### src/rtl/nibble_acc_pkg.sv
// Purpose : shared field positions, FSM state type and width helper for the nibble accumulator.
// Latency : n/a (declarations only).
// Backpressure: n/a.
package nibble_acc_pkg;

  // Bit positions of the fields inside one incoming nibble {a, c[1:0], b}.
  localparam int A_BIT = 3;
  localparam int C_MSB = 2;
  localparam int C_LSB = 1;
  localparam int B_BIT = 0;

  // FILL: assembling a word. FULL: a complete word waits for the output register.
  typedef enum logic {
    FILL = 1'b0,
    FULL = 1'b1
  } acc_state_e;

  // Width of the regrouped output word for a given number of nibbles.
  function automatic int out_word_width(input int depth);
    return 4 * depth;
  endfunction

endpackage

### src/rtl/nibble_regroup.sv
// Purpose : regroups DEPTH packed nibbles into {out_a, out_c, out_b} by field kind.
// Latency : purely combinational, zero cycles.
// Backpressure: none; no state, no handshake.
//
// Ports:
//   nibbles  in   DEPTH x 4 assembly buffer, index 0 = first nibble accepted
//   word     out  {out_a[DEPTH-1:0], out_c[2*DEPTH-1:0], out_b[DEPTH-1:0]}
module nibble_regroup
  import nibble_acc_pkg::*;
#(
  parameter int DEPTH = 4
) (
  input  logic [DEPTH-1:0][3:0]              nibbles,
  output logic [out_word_width(DEPTH)-1:0]   word
);

  logic [DEPTH-1:0]   out_a;
  logic [2*DEPTH-1:0] out_c;
  logic [DEPTH-1:0]   out_b;

  for (genvar i = 0; i < DEPTH; i++) begin : g_field
    assign out_a[i]         = nibbles[i][A_BIT];
    assign out_c[2*i +: 2]  = nibbles[i][C_MSB:C_LSB];
    assign out_b[i]         = nibbles[i][B_BIT];
  end

  assign word = {out_a, out_c, out_b};

endmodule

### src/rtl/nibble_field_accumulator.sv
// Purpose : collects DEPTH nibbles, regroups fields by kind, presents the word on valid/ready.
// Latency : out_valid/out_word update on the same edge that accepts the last nibble.
// Backpressure: one-word output register; if it is still occupied when a word completes, the
//               word waits in the assembly buffer (FULL) and in_ready drops until handoff.
//
// Optional feature: define NIBBLE_ACC_PARITY_EN to add the registered out_parity output.
//
// Ports:
//   clk, rst             clock, asynchronous active-high reset
//   in_valid/in_ready    input handshake, in_nibble = {a, c[1:0], b}
//   out_valid/out_ready  output handshake, out_word = {out_a, out_c, out_b}
//   out_parity           XOR of all out_word bits (NIBBLE_ACC_PARITY_EN only)
module nibble_field_accumulator
  import nibble_acc_pkg::*;
#(
  parameter int DEPTH = 4
) (
  input  logic                               clk,
  input  logic                               rst,
  input  logic                               in_valid,
  input  logic [3:0]                         in_nibble,
  output logic                               in_ready,
  output logic                               out_valid,
  input  logic                               out_ready,
  output logic [out_word_width(DEPTH)-1:0]   out_word
`ifdef NIBBLE_ACC_PARITY_EN
  ,
  output logic                               out_parity
`endif
);

  localparam int IW = (DEPTH > 1) ? $clog2(DEPTH) : 1;
  localparam int WW = out_word_width(DEPTH);

  acc_state_e              state, state_nxt;
  logic [IW-1:0]           idx, idx_nxt;
  logic [DEPTH-1:0][3:0]   asm_buf, asm_buf_nxt;
  logic [WW-1:0]           word_nxt;

  logic accept;
  logic handoff;
  logic last;
  logic out_free;
  logic load;
  logic clr_valid;

  // in_ready depends only on state and rst so it never loops back through out_ready.
  assign in_ready = (state == FILL) && !rst;
  assign accept   = in_valid && in_ready;
  assign handoff  = out_valid && out_ready;
  assign last     = accept && (idx == IW'(DEPTH - 1));
  assign out_free = !out_valid || out_ready;

  // Merge the nibble being accepted so the completing word is available on the same edge.
  always_comb begin
    asm_buf_nxt = asm_buf;
    if (accept) begin
      asm_buf_nxt[idx] = in_nibble;
    end
  end

  nibble_regroup #(
    .DEPTH (DEPTH)
  ) u_regroup (
    .nibbles (asm_buf_nxt),
    .word    (word_nxt)
  );

  always_ff @(posedge clk or posedge rst) begin
    if (rst) begin
      state <= FILL;
    end else begin
      state <= state_nxt;
    end
  end

  always_comb begin
    state_nxt = state;
    idx_nxt   = idx;
    load      = 1'b0;
    clr_valid = 1'b0;
    unique case (state)
      FILL: begin
        if (accept) begin
          idx_nxt = idx + 1'b1;
        end
        if (last) begin
          idx_nxt = '0;
          if (out_free) begin
            load = 1'b1;
          end else begin
            state_nxt = FULL;
          end
        end
        if (handoff && !load) begin
          clr_valid = 1'b1;
        end
      end
      FULL: begin
        // FULL is only entered with out_valid set, so out_ready alone means handoff.
        if (handoff) begin
          load      = 1'b1;
          state_nxt = FILL;
        end
      end
      default: begin
        state_nxt = FILL;
      end
    endcase
  end

  always_ff @(posedge clk or posedge rst) begin
    if (rst) begin
      idx     <= '0;
      asm_buf <= '0;
    end else begin
      idx     <= idx_nxt;
      asm_buf <= asm_buf_nxt;
    end
  end

  always_ff @(posedge clk or posedge rst) begin
    if (rst) begin
      out_valid <= 1'b0;
      out_word  <= '0;
    end else if (load) begin
      out_valid <= 1'b1;
      out_word  <= word_nxt;
    end else if (clr_valid) begin
      out_valid <= 1'b0;
    end
  end

`ifdef NIBBLE_ACC_PARITY_EN
  always_ff @(posedge clk or posedge rst) begin
    if (rst) begin
      out_parity <= 1'b0;
    end else if (load) begin
      out_parity <= ^word_nxt;
    end
  end
`endif

endmodule
### config.mk
export PLATFORM = sky130hd
export DESIGN_NAME = nibble_field_accumulator
export DESIGN_NICKNAME = d
export VERILOG_FILES = /design/src/rtl/nibble_acc_pkg.sv /design/src/rtl/nibble_regroup.sv /design/src/rtl/nibble_field_accumulator.sv
export SDC_FILE = /design/constraint.sdc
export NUM_CORES = 1
export LEC_CHECK = 0
export ABC_AREA = 0
export BUFFER_PORTS_ARGS = -buffer_cell sky130_fd_sc_hd__buf_2
export CORE_ASPECT_RATIO = 1.2
export CORE_MARGIN = 1
export CORE_UTILIZATION = 40
export CTS_CLUSTER_SIZE = 24
export DETAILED_ROUTE_END_ITERATION = 10
export SETUP_SLACK_MARGIN = 0.5
export SLEW_MARGIN = 0
export SYNTH_ARGS = -nofsm -noshare
export SYNTH_HDL_FRONTEND = slang
export SYNTH_SLANG_ARGS = --single-unit
### constraint.sdc
create_clock -name clk -period 4.8 [get_ports clk]
set_input_delay 0.48 -clock clk [delete_from_list [all_inputs] [get_ports clk]]
set_output_delay 0.48 -clock clk [all_outputs]
set_load 0.1 [all_outputs]
# Word-level counts from Yosys, hierarchy flattened
# Cells that the tools add are included.
totals:
  regBits: 36
  input_bits: 8
  output_inout_bits: 18
  word_cells: 45
op_classes:
  addsub: 1
  order_cmp: 2
  eq_ne: 1
  mux: 19
  n_bitwise: 1
  reduce_logical: 13
op_table:
  columns: ["operator", "n"]
  rows:
  - ["$bwmux 16", 1]
  - ["$mux 16", 1]
  - ["$mux 1", 11]
  - ["$demux 4 s2", 1]
  - ["$logic_and 1x1->1", 6]
  - ["$mux 2", 2]
  - ["$mux 4", 1]
  - ["$pmux 1 s2", 2]
  - ["$reduce_bool 2->1", 2]
  - ["$logic_not 1->1", 3]
  - ["$lt 2x3->1 const B", 1]
  - ["$add 2x1->2 const B", 1]
  - ["$eq 2x2->1 const B", 1]
  - ["$ge 2x1->1 const B", 1]
  - ["$reduce_and 2->1", 1]
  - ["$logic_or 1x1->1", 1]
  - ["$not 1->1", 1]

# Logic depth before layout (Yosys ltp)
logic_depth:
  depth_word: 12
  ltp_mapped: 7
  mapped_depth_nobuf: 5

# Modules after synthesis
# Synthesis repeated with hierarchy kept, for this count alone.
unflattened:
  hier_cells: 111
  area_unflattened_um2: 1616.6
modules_own_cells:
  columns: ["module", "n_inst", "cells_per_inst", "area_each_um2", "seq_area_each_um2"]
  rows:
  - ["nibble_field_accumulator", 1, 95, 1496.4, 900.9]
  - ["nibble_regroup", 1, 16, 120.1, 0.0]

# Worst setup path before layout
# Ideal clock, no wire load.
synth_timing:
  kind: "input port to output port"
  startpoint: "in rst"
  endpoint: "out in_ready"
  arrival_time_ns: 1.731
  slack_ns: 2.589
  cell_stages: 1
  path_buffers: 0
  cell_sequence: "nor2_1"
synth_between:
  elab_chain_cells: 2
synth_rtl:
  columns: ["item", "line", "source"]
  rows:
  - ["from (decl)", "nibble_field_accumulator.sv:19", "input logic rst,"]
  - ["$logic_not 1->1 (no source line)", null, null]
  - ["$logic_and 1x1->1", "nibble_field_accumulator.sv:48", "assign in_ready = (state == FILL) && !rst;"]
  - ["to (decl)", "nibble_field_accumulator.sv:22", "output logic in_ready,"]
# No other way between the ends.

# Worst setup path in the final report
layout_timing:
  startpoint: "reg idx[0]"
  endpoint: "reg out_word[5]"
layout_between:
  elab_chain_cells: 6
  elab_cells_between_ends: 12
layout_rtl:
  columns: ["item", "line", "source"]
  rows:
  - ["from (decl)", "nibble_field_accumulator.sv:36", "logic [IW-1:0] idx, idx_nxt;"]
  - ["from (signal assigned)", "nibble_field_accumulator.sv:117", "idx <= idx_nxt;"]
  - ["$lt 2x3->1 (implied by the code) / $ge 2x1->1 (equally long branches)", "nibble_field_accumulator.sv:58", "asm_buf_nxt[idx] = in_nibble;"]
  - ["$logic_and 1x1->1 (implied by the code)", "nibble_field_accumulator.sv:58", null]
  - ["$mux 4 (implied by the code)", "nibble_field_accumulator.sv:58", null]
  - ["$demux 4 s2", "nibble_field_accumulator.sv:58", null]
  - ["$bwmux 16", "nibble_field_accumulator.sv:58", null]
  - ["$mux 16", "nibble_field_accumulator.sv:57", "if (accept) begin"]
  - ["to (signal assigned)", "nibble_field_accumulator.sv:128", "out_word <= word_nxt;"]
  - ["to (decl)", "nibble_field_accumulator.sv:25", "output logic [out_word_width(DEPTH)-1:0] out_word"]
# Parallel ways exist; a longest one is shown, timed or not. The select of a mux whose other input is x is not followed.
# A chain may end at the register's enable or synchronous reset.

==> impl_results.md <==
* Status: finished, final reports clean
* FF-to-FF Start: idx[0]$_DFFE_PP0P_
* Via count at 834
* Worst EP arrival at 3040 ps
* Routed len/inst at 13.59 µm
* Fillers at 335
* Clk Latency, worst-skew pair at 290 ps
* N_diodes at 0
* Number of synthesized flops with an enable pin at 0
* First-pass iteration count of the detailed router at 4
* FMAX at 0.3492 GHz
* Top post-synthesis cells by area: dfrtp_1 59%, mux2_2 16%, mux2_4 9.9%
* Remaining Overflow, GRT at 0
* RSZ-0062 raised after global routing: no
* Async SR Flop Fraction at 100.0%
* Post-cts resize count at 0
* Area post-placement at 1675 µm²
* Worst path required time at 4970 ps
* Synth top area share at 59.41%
* Core Area at 3633 µm²
* Area grow syn2layout at 18.81%
* Most frequent cell after synthesis: dfrtp_1
* Footprint of the multi-input gates at 565.5 µm²
* Ports at 26
* First-pass GRT wire length at 4195 µm
* CP max stage delay at 870 ps
* Synth Area in Simple Gates at 5.941%
* Post-Route WL at 2432 µm
* CTS Root Cell: clkbuf_8
* Period utilisation layout at 59.67%
* Worst reg-to-reg setup slack at 1940 ps
* Setup bufs post-CTS at 0
* Register bit total from synthesis at 36
* Mapped cell area at 1516 µm²
* Layout Skew at 6.545 ps
* Max Cap Violations at 0
* Syn Nets at 108
* Site row count at 24
* Total CTS buffers at 5
* Setup TNS at 0 ps
* Synth cell types at 18
* Synth cell count leaders: 36 x dfrtp_1, 22 x mux2_2, 10 x mux2_4
* Placer Congestion at 0.6999
* Clk buf depth at 2
* CP Max Fanout at 16
* H-tree depth at 2
* Initial core utilization at 41.74%
* Tot GR Track Use at 14.77%
* R2R depth at 4
* YS warnings at 0
* Reg-to-Reg End: out_word[5]$_DFFE_PP0P_
* Syn Area/Cell at 15.80 µm²
* Final worst slack at 1936 ps
* Critical path type: flip-flop to flip-flop
* DRC violations left at 0
* CP Capture Type: flip-flop
* Die ar. at 4042 µm²
* Final Cell Area at 1802 µm²
* Compound-Gate Fraction of Synth Area at 1.815%
* Port Buffers at 25
* Mux cell area share after synthesis at 26.24%
* Adder-Cell Fraction of Synth Area at 3.300%
* Die Y at 69.45 µm
* Post-synthesis xor/xnor area fraction at 0%
* Final net count at 138
* Initial DRC count at 42
* Cts hold-fix bufs at 0
* HP Class: input port to async pin
* Dominant cell type by area after synthesis: dfrtp_1
* Final Hold Viols at 0
* Number of global-route vias before repair at 860
* Vias/cell at 4.659
* Slowest cell on the critical path: nor4bb_1
* Die width at 58.21 µm
* Initial antenna violation count at 0
* CTS tree: yes
* DP Wirelength at 1691 µm
* Share of cells above drive strength 1 at 54.33%
* Part of the Yosys area used for sequential elements at 59.41%
* Dpl ws at 1808 ps
* Syn Inst Count at 96
* Largest family of logic cells by synthesized area: multiplexers
* Main synth FF type: dfrtp_1
* Critical-path cell list: ha_1 -> nor4bb_1 -> o21a_1 -> mux2_2
* TritonCTS Sinks at 36
* Largest net degree at the start of global routing at 22
* Register area at 900.9 µm²
* Worst Max-Slew Pin Slew at 1099 ps
* Worst-path clk slew at 70 ps
* Final min period at 2864 ps
* Worst slew margin at 25.76%
* Routed Antenna Nets at 0
* Setup violators final at 0
* Worst setup SP type: flip-flop
* Slew Viols, Final at 0
## logic make-up after synthesis
| group | Yosys count |
|---|---|
| AOI/OAI and AO/OA | 5 |
| adders and majority gates | 4 |
| buffers and inverters | 6 |
| DFF | 36 |
| muxes | 32 |
| and+or+nand+nor | 13 |
## final cells by class
type                            count  area share, %
Multi-Input combinational cell     54          31.39
Timing Repair Buffer               26          7.361
Tap cell                           52          3.611
Clock inverter                      1          1.667
Sequential cell                    36          50.00
Clock buffer                        7          5.347
Inverter                            3         0.6250
## worst max-delay path by stage
stage | slack (ps) | startpoint | end
after floorplan | 2590 | rst | in_ready
after global placement | 1880 | rst | out_word[5]$_DFFE_PP0P_
after detailed placement | 1810 | rst | out_word[4]$_DFFE_PP0P_
after CTS | 1880 | idx[0]$_DFFE_PP0P_ | out_word[7]$_DFFE_PP0P_
after global routing | 1690 | idx[0]$_DFFE_PP0P_ | out_word[7]$_DFFE_PP0P_
final | 1940 | idx[0]$_DFFE_PP0P_ | out_word[5]$_DFFE_PP0P_
## state kept, by name (all words and copies together) (netlist names)
name       cells
asm_buf       16
out_word      16
idx            2
out_valid      1
state          1
## per-layer routing
metal	part of all wire [%]	GRT usage, %	up-vias
met5	0	0	-
met3	4.7	5.597	6
li1	-	-	393
met1	46	19.15	414
met2	46	20.82	21
met4	2.8	8.730	0
## cell usage in the layout, fill, tap and decap left out, drive strengths merged
| cell type | count |
|---|---|
| inv | 3 |
| nor3b | 1 |
| dfrtp | 36 |
| ha | 4 |
| buf | 26 |
| o21a | 1 |
| and4bb | 3 |
| nand2 | 3 |
| mux2 | 32 |
| o21ai | 2 |
| nor2 | 3 |
| nand2b | 1 |
| bufinv | 1 |
| clkbuf | 7 |
| nor4bb | 1 |
| and2 | 1 |
| a21oi | 2 |
## metrics by stage
step	utilization, %	hold slack [ps]	std cells
global placement	46.11	478.1	171
CTS	49.59	301.8	179
detailed placement	46.11	483.4	171
floorplan	-	468.0	96
global route	49.59	332.9	179
finish	49.59	290.2	179
## worst max-delay path: cells and delay by family, from the launching register on
family / cells / cell delay [ps]
and+or+nand+nor: 1 / 870
AOI/OAI and AO/OA: 1 / 860
muxes: 1 / 410
DFF: 1 / 400
adders and majority gates: 1 / 200
Power is not shown: default switching activity piles up to over one toggle a cycle in this logic, so the estimate is an artifact.
